===== src/rtl/cpu_wb_master.sv =====
// CPU memory/IO port to Wishbone classic master bridge.
// Each CPU access becomes one Wishbone cycle; cycles with no ACK are aborted after TIMEOUT strobe cycles.
module cpu_wb_master #(
  parameter int unsigned TIMEOUT  = 255,
  parameter logic [31:0] ERR_DATA = 32'hFFFF_FFFF
) (
  input  logic        clk,
  input  logic        rst,
  input  logic        cpu_req,
  input  logic        cpu_we,
  input  logic [31:0] cpu_addr,
  input  logic [31:0] cpu_wdata,
  output logic [31:0] cpu_rdata,
  output logic        cpu_ready,
  output logic [31:0] m_adr_o,
  output logic [31:0] m_dat_o,
  input  logic [31:0] m_dat_i,
  output logic [3:0]  m_sel_o,
  output logic        m_we_o,
  output logic        m_stb_o,
  input  logic        m_ack_i,
  output logic        bus_err,
  output logic [31:0] err_addr,
  output logic [1:0]  state_dbg
);

  // Handshake: cpu_req is a level held until cpu_ready, which strobes for exactly one
  // cycle; m_stb_o is held with stable address/data until m_ack_i or the timeout.
  typedef enum logic [1:0] {
    IDLE = 2'd0,
    BUS  = 2'd1,
    DONE = 2'd2,
    ERR  = 2'd3
  } state_t;

  localparam int CW = $clog2(TIMEOUT) + 1;

  state_t        state, state_nxt;
  logic [CW-1:0] cnt;
  logic          timeout_hit;
  logic          unused_addr_bits;

  assign unused_addr_bits = ^cpu_addr[1:0];
  assign timeout_hit      = (cnt == CW'(TIMEOUT - 1));
  assign state_dbg        = state;

  always_ff @(posedge clk) begin
    if (rst) state <= IDLE;
    else     state <= state_nxt;
  end

  always_comb begin
    state_nxt = state;
    m_stb_o   = 1'b0;
    cpu_ready = 1'b0;
    case (state)
      IDLE: if (cpu_req) state_nxt = BUS;
      BUS: begin
        m_stb_o = 1'b1;
        // ACK wins over a simultaneous timeout
        if (m_ack_i)          state_nxt = DONE;
        else if (timeout_hit) state_nxt = ERR;
      end
      DONE: begin
        cpu_ready = 1'b1;
        state_nxt = IDLE;
      end
      ERR: begin
        cpu_ready = 1'b1;
        state_nxt = IDLE;
      end
      default: state_nxt = IDLE;
    endcase
  end

  always_ff @(posedge clk) begin
    if (rst) begin
      m_adr_o   <= '0;
      m_dat_o   <= '0;
      m_we_o    <= 1'b0;
      m_sel_o   <= '0;
      cpu_rdata <= '0;
      bus_err   <= 1'b0;
      err_addr  <= '0;
      cnt       <= '0;
    end else begin
      case (state)
        IDLE: begin
          cnt <= '0;
          if (cpu_req) begin
            m_adr_o <= {cpu_addr[31:2], 2'b00};
            m_dat_o <= cpu_wdata;
            m_we_o  <= cpu_we;
            m_sel_o <= 4'hF;
          end
        end
        BUS: begin
          if (m_ack_i) begin
            if (!m_we_o) cpu_rdata <= m_dat_i;
          end else if (timeout_hit) begin
            // Error results are loaded here so they are valid during the ERR ready strobe
            if (!m_we_o) cpu_rdata <= ERR_DATA;
            bus_err  <= 1'b1;
            err_addr <= m_adr_o;
          end else begin
            cnt <= cnt + 1'b1;
          end
        end
        default: ;
      endcase
    end
  end

endmodule


===== config.mk =====
export PLATFORM = sky130hd
export DESIGN_NAME = cpu_wb_master
export DESIGN_NICKNAME = d
export VERILOG_FILES = /design/src/rtl/cpu_wb_master.sv
export SDC_FILE = /design/constraint.sdc
export NUM_CORES = 1
export LEC_CHECK = 0
export CORE_ASPECT_RATIO = 0.9
export CORE_MARGIN = 2
export CORE_UTILIZATION = 45
export DETAILED_ROUTE_END_ITERATION = 8
export PLACE_DENSITY = 0.95
export SYNTH_ARGS = -nofsm -noshare
export SYNTH_HDL_FRONTEND = slang
export SYNTH_SLANG_ARGS = --single-unit

===== constraint.sdc =====
create_clock -name clk -period 2.6 [get_ports clk]
set_input_delay 0.52 -clock clk [delete_from_list [all_inputs] [get_ports clk]]
set_output_delay 0.52 -clock clk [all_outputs]
set_load 0.1 [all_outputs]

== Word-level counts from Yosys, hierarchy flattened ==
Cells that the tools add are included.

* $add $sub $neg: 1
* Multiply operators: 0
* Div/mod/pow operators: 0
* Order comparisons: 0
* Eq/ne operators: 10
* Shift-type cells: 0
* Mux-type cells: 13
* Bitwise operators: 1
* Reduce and logical (&&, ||, !) cells: 9

{| class="wikitable"
|+ Operators with widths
! kind !! count
|-
| 32-bit 2-to-1 mux || 4
|-
| 9-bit 2-to-1 mux || 2
|-
| 9-bit one-hot mux with 2 select lines || 1
|-
| 2-bit inequality test (second input constant) || 5
|-
| 9-bit by 1-bit adder with 9-bit output (second input constant) || 1
|-
| 9-bit by 8-bit == test with 1-bit output (second input constant) || 1
|-
| 2-bit 2-to-1 mux || 3
|-
| 2-bit one-hot mux with 3 select lines || 1
|-
| 3-bit AND reduction || 2
|-
| 2-bit == test (second input constant) || 2
|-
| 2-bit AND reduction || 2
|-
| 4-bit AND reduction || 1
|-
| 2-bit nonzero test || 2
|-
| 3-bit inequality test (second input constant) || 1
|-
| 2-bit by 1-bit == test with 1-bit output (second input constant) || 1
|-
| 2-bit logical NOT || 1
|-
| 1-bit 2-to-1 mux || 2
|-
| 2-bit OR reduction || 1
|-
| 1-bit inverter || 1
|}

* Bits in registers: 138
* Bits in latches: 0
* Bits in writable memories: 0
* ROM bits: 0
* Bits of input ports: 101
* Output and inout bits: 138
* Word-level logic and storage cells: 43
* Memories: 0

== Longest topological paths before layout ==
* Depth after elaboration: 4
* Depth in mapped cells: 8
* Gate-level depth less buffers: 6

== Worst setup path after synthesis ==
Ideal clock, no wire load.

* Path kind: reg2reg
* From: register state[1], in the netlist state_dbg[1]
* To: register err_addr[10]
* Setup time: 0.070 ns
* Data arrival time: 2.601 ns
* Required time: 2.530 ns
* Path slack: -0.072 ns
* Cell stages (with the launch flop): 8
* Buffers on the path: 2
* Period minus slack after synthesis: 2.672 ns
* Path through: dfxtp_1 -> nand2b_1 -> buf_2 -> inv_1 -> nand4_1 -> clkbuf_1 -> nand2_1 -> a21oi_1

* Word-level cells in the longest chain between the ends: 2

{| class="wikitable"
|+ RTL lines
! item !! line !! text
|-
| start, declared || 38 || <nowiki>state_t state, state_nxt;</nowiki>
|-
| start signal, assigned || 49 || <nowiki>else state <= state_nxt;</nowiki>
|-
| 2-bit by 1-bit == test with 1-bit output || 87 || <nowiki>case (state)</nowiki>
|-
| 3-bit AND reduction (no line) || -- ||
|-
| end signal, assigned || 104 || <nowiki>err_addr <= m_adr_o;</nowiki>
|-
| end, declared || 23 || <nowiki>output logic [31:0] err_addr,</nowiki>
|}

Every way passes these cells.
A chain may end at the register's enable or synchronous reset.

== Final worst setup path ==
* From: register state[1], in the netlist state_dbg[1]
* To: output m_stb_o

* Word-level cells in the longest chain between the ends: 2

{| class="wikitable"
|+ RTL lines
! item !! line !! text
|-
| 2-bit by 1-bit == test with 1-bit output || 56 || <nowiki>case (state)</nowiki>
|-
| 1-bit 2-to-1 mux || 56 ||
|-
| end, declared || 20 || <nowiki>output logic m_stb_o,</nowiki>
|}

Every way passes these cells.

==> results.tsv <==
metric	value	unit
arrival time reported for the critical path endpoint	1.83	ns
average size of a mapped cell	8.17	um2
postcts setup bufs	0	
internal power	4270	uW
sequential fraction of the synthesis area	52.1	%
switching portion of total power	31.3	%
via count	5055	
clock tree from TritonCTS	yes	
combined area of the multi-input logic cells	0.00216	mm2
footprint of the flip-flops and latches	0.00277	mm2
main area contributors after synthesis	sky130_fd_sc_hd__dfxtp_1 (52%), sky130_fd_sc_hd__nand2_1 (14%), sky130_fd_sc_hd__a21oi_1 (9.3%)	
required time at the endpoint of the critical path	2.08	ns
share of total power in combinational logic	21.7	%
horizontal extent of the die	118	um
portion of total power attributed to sequential cells	36.7	%
shortest clock period the worst path allows after layout	2.35	ns
GR Overflow Total	0	
Pre-antenna DRT Iters	5	
Synth-to-Final Area Change	51.4	%
number of flip-flops and latches in the synthesized netlist	138	
worst-path fanout max	17	
Worst R2R Setup Slack	0.55	ns
Max IR drop VDD	0.000557	V
post-route setup TNS	0	ns
final wirelength	14.7	mm
number of inserted diodes	0	
transition time of the tightest slew-check pin	0.570	ns
final antenna-violating net count	0	
clock-pin slew of the registers on the worst-case setup and hold paths	0.06	ns
Post-synth ARST share	0	%
number of failing hold endpoints at the final stage	0	
Tot GR Track Use	23.2	%
cell taking the most area after synthesis	sky130_fd_sc_hd__dfxtp_1	
worst reg2reg path endpoint	cpu_rdata[26]$_SDFFE_PP0P_	
worst hold margin	0.453	ns
ratio of final minimum period to clock period	90.6	%
via count normalized by instance count	4.91	
Critical path destination	m_stb_o	
number of cell instances on the worst register-to-register path	7	
Longest Clk Path Bufs	2	
setup violation total in the final timing report	0	
number of design rule violations left after detail routing	0	
pin count of the biggest net entering global routing	66	
CTS Buf Count	17	
overall die area	0.0127	mm2
number of flops mapped to enable cells by yosys	0	
commonest cells in the netlist	sky130_fd_sc_hd__nand2_1 (198), sky130_fd_sc_hd__dfxtp_1 (138), sky130_fd_sc_hd__a21oi_1 (98)	
Distinct cells, synth	39	
HPWL reported at the end of detailed placement	9.75	mm
number of maximum-capacitance violations	0	
total net switching power	1950	uW
buffer cell driving the clock tree root	sky130_fd_sc_hd__clkbuf_16	
category of the worst setup path launch point	flop	
wire length per cell	14.3	um
most frequent cell after synthesis	sky130_fd_sc_hd__nand2_1	
worst min-delay path class	reg -> reg	
Die Ht	107	um
Critical path origin	state_dbg[1]$_SDFFE_PP0P_	
slew margin rel.	61.0	%
number of synthesis warnings	0	
Initial Util	46.2	%
cell count after synthesis	649	
# H-tree levels	4	
Placer Congestion	0.798	
flip-flop cell with the highest count after synthesis	sky130_fd_sc_hd__dfxtp_1	
number of antenna violations at the first check in global routing	0	
number of port buffers	232	
fill cell instance count of the final layout	885	
num ports	239	
clock share of power	41.6	%
largest clock skew in the final design	0.00660	ns
P_leak	0.00322	uW
first-pass GRT wire length	23.6	mm
standard cell core area	0.0115	mm2
1st-iter DRT viols	360	
count of hold buffers inserted by post-cts repair	0	
net count reported at finish	963	
number of clock sinks	138	
setup repair after global routing missed its margin	false	
number of max-slew violations in the final report	0	
Worst Path Class, Setup	reg -> out	
power per cell area	774	mW/mm2
Synth Cell Area	0.00530	mm2
total number of placement rows	37	
area fraction of the dominant cell type after synthesis	52.1	%
result of the run	finished clean	
number of global-route vias before repair	4891	
r2r startpoint	cnt[0]$_SDFFE_PP0P_	
achievable clock frequency	0.425	GHz
clock insertion delay at the later pin of the skew report	0.41	ns
element type at the critical path end	output port	
number of instances resized during post-cts repair	0	
fraction of final layout cells sized beyond drive strength 1	24.5	%
[worst min-delay path by stage]
stage	cells past startpoint	slack, ns	to	startpoint
2_1_floorplan	2	0.49	cnt[7]$_SDFFE_PP0P_	cnt[7]$_SDFFE_PP0P_
3_3_place_gp	2	0.44	err_addr[24]$_SDFFE_PP0P_	err_addr[24]$_SDFFE_PP0P_
3_5_place_dp	2	0.45	err_addr[21]$_SDFFE_PP0P_	err_addr[21]$_SDFFE_PP0P_
4_1_cts	2	0.45	err_addr[21]$_SDFFE_PP0P_	err_addr[21]$_SDFFE_PP0P_
5_1_grt	2	0.47	err_addr[11]$_SDFFE_PP0P_	err_addr[11]$_SDFFE_PP0P_
6_report	2	0.45	err_addr[28]$_SDFFE_PP0P_	err_addr[28]$_SDFFE_PP0P_
[critical path, cell delays in order (launching register included)]
cell	delay, ns
sky130_fd_sc_hd__dfxtp_2	0.54
sky130_fd_sc_hd__nand2b_1	0.44
sky130_fd_sc_hd__inv_1	0.21
sky130_fd_sc_hd__buf_12	0.22
[cells by family (layout without fill, tap and decap cells)]
kind of cell               count (synthesis)  count (layout)  synth area share [%]
adders and majority gates                  2               2                 0.472
DFF                                      138             138                  52.1
and+or+nand+nor                          267             267                  20.5
muxes                                      1               1                 0.189
buffers and inverters                     91             312                  7.55
AOI/OAI and AO/OA                        149             149                  19.1
other                                      1               4                0.0707
[stage by stage]
stage | instance area (um2) | utilization, % | setup WS, ns | power (uW) | cells
3_3_place_gp | 7380 | 64.3 | 0.439 | 3650 | 997
6_report | 8030 | 69.9 | 0.245 | 6210 | 1029
4_1_cts | 8030 | 69.9 | 0.230 | 6270 | 1029
5_1_grt | 8030 | 69.9 | 0.112 | 6430 | 1029
2_1_floorplan | 5320 | - | 0.275 | 3300 | 652
3_5_place_dp | 7380 | 64.3 | 0.399 | 3670 | 997
[routing by layer]
metal	vias up	global-route usage [%]	part of all wire (%)
met5	-	0	0
li1	2536	-	-
met4	0	7.57	0.65
met1	2341	26.6	40
met2	170	40.5	52
met3	8	8.19	7.1
[final cells by class]
cell class	instances	area share, %
flip-flops and latches	138	34.5
multi-input cells	423	26.9
repair buffers	243	26.4
clock buffers	22	6.03
well taps	156	2.43
clock inverters	10	2.04
inverters	37	1.73
[sequential cells by signal (all words and copies together), names as in the netlist]
register / count
cpu_rdata: 32
m_dat_o: 32
err_addr: 30
m_adr_o: 30
cnt: 9
state_dbg: 2
bus_err: 1
m_sel_o: 1
m_we_o: 1
[power by group through the flow]
stage	combinational, uW	clock (uW)	sequential [uW]
after floorplan	315	0	2990
after global placement	1340	0	2320
after detailed placement	1350	0	2320
after CTS	1360	2630	2280
after global routing	1400	2740	2290
final	1350	2590	2280
[cells in the final DEF, fill, tap and decap left out, types with 3 or more instances in the layout]
| master | Yosys | layout |
|---|---|---|
| sky130_fd_sc_hd__a21oi_1 | 98 | 98 |
| sky130_fd_sc_hd__nand2_1 | 198 | 197 |
| sky130_fd_sc_hd__nor2_1 | 44 | 44 |
| sky130_fd_sc_hd__bufinv_16 | 0 | 4 |
| sky130_fd_sc_hd__clkbuf_8 | 0 | 4 |
| sky130_fd_sc_hd__clkbuf_16 | 0 | 17 |
| sky130_fd_sc_hd__clkdlybuf4s50_1 | 0 | 97 |
| sky130_fd_sc_hd__o21ai_0 | 4 | 4 |
| sky130_fd_sc_hd__clkinvlp_4 | 0 | 4 |
| sky130_fd_sc_hd__or3_1 | 3 | 3 |
| sky130_fd_sc_hd__nand3_1 | 5 | 5 |
| sky130_fd_sc_hd__inv_1 | 37 | 37 |
| sky130_fd_sc_hd__nand4_1 | 3 | 3 |
| sky130_fd_sc_hd__conb_1 | 1 | 4 |
| sky130_fd_sc_hd__buf_12 | 0 | 4 |
| sky130_fd_sc_hd__buf_4 | 7 | 142 |
| sky130_fd_sc_hd__dfxtp_1 | 138 | 136 |
| sky130_fd_sc_hd__a211oi_2 | 30 | 30 |
| sky130_fd_sc_hd__a31oi_1 | 5 | 5 |
No activity file was read; power rests on OpenSTA's default activity.
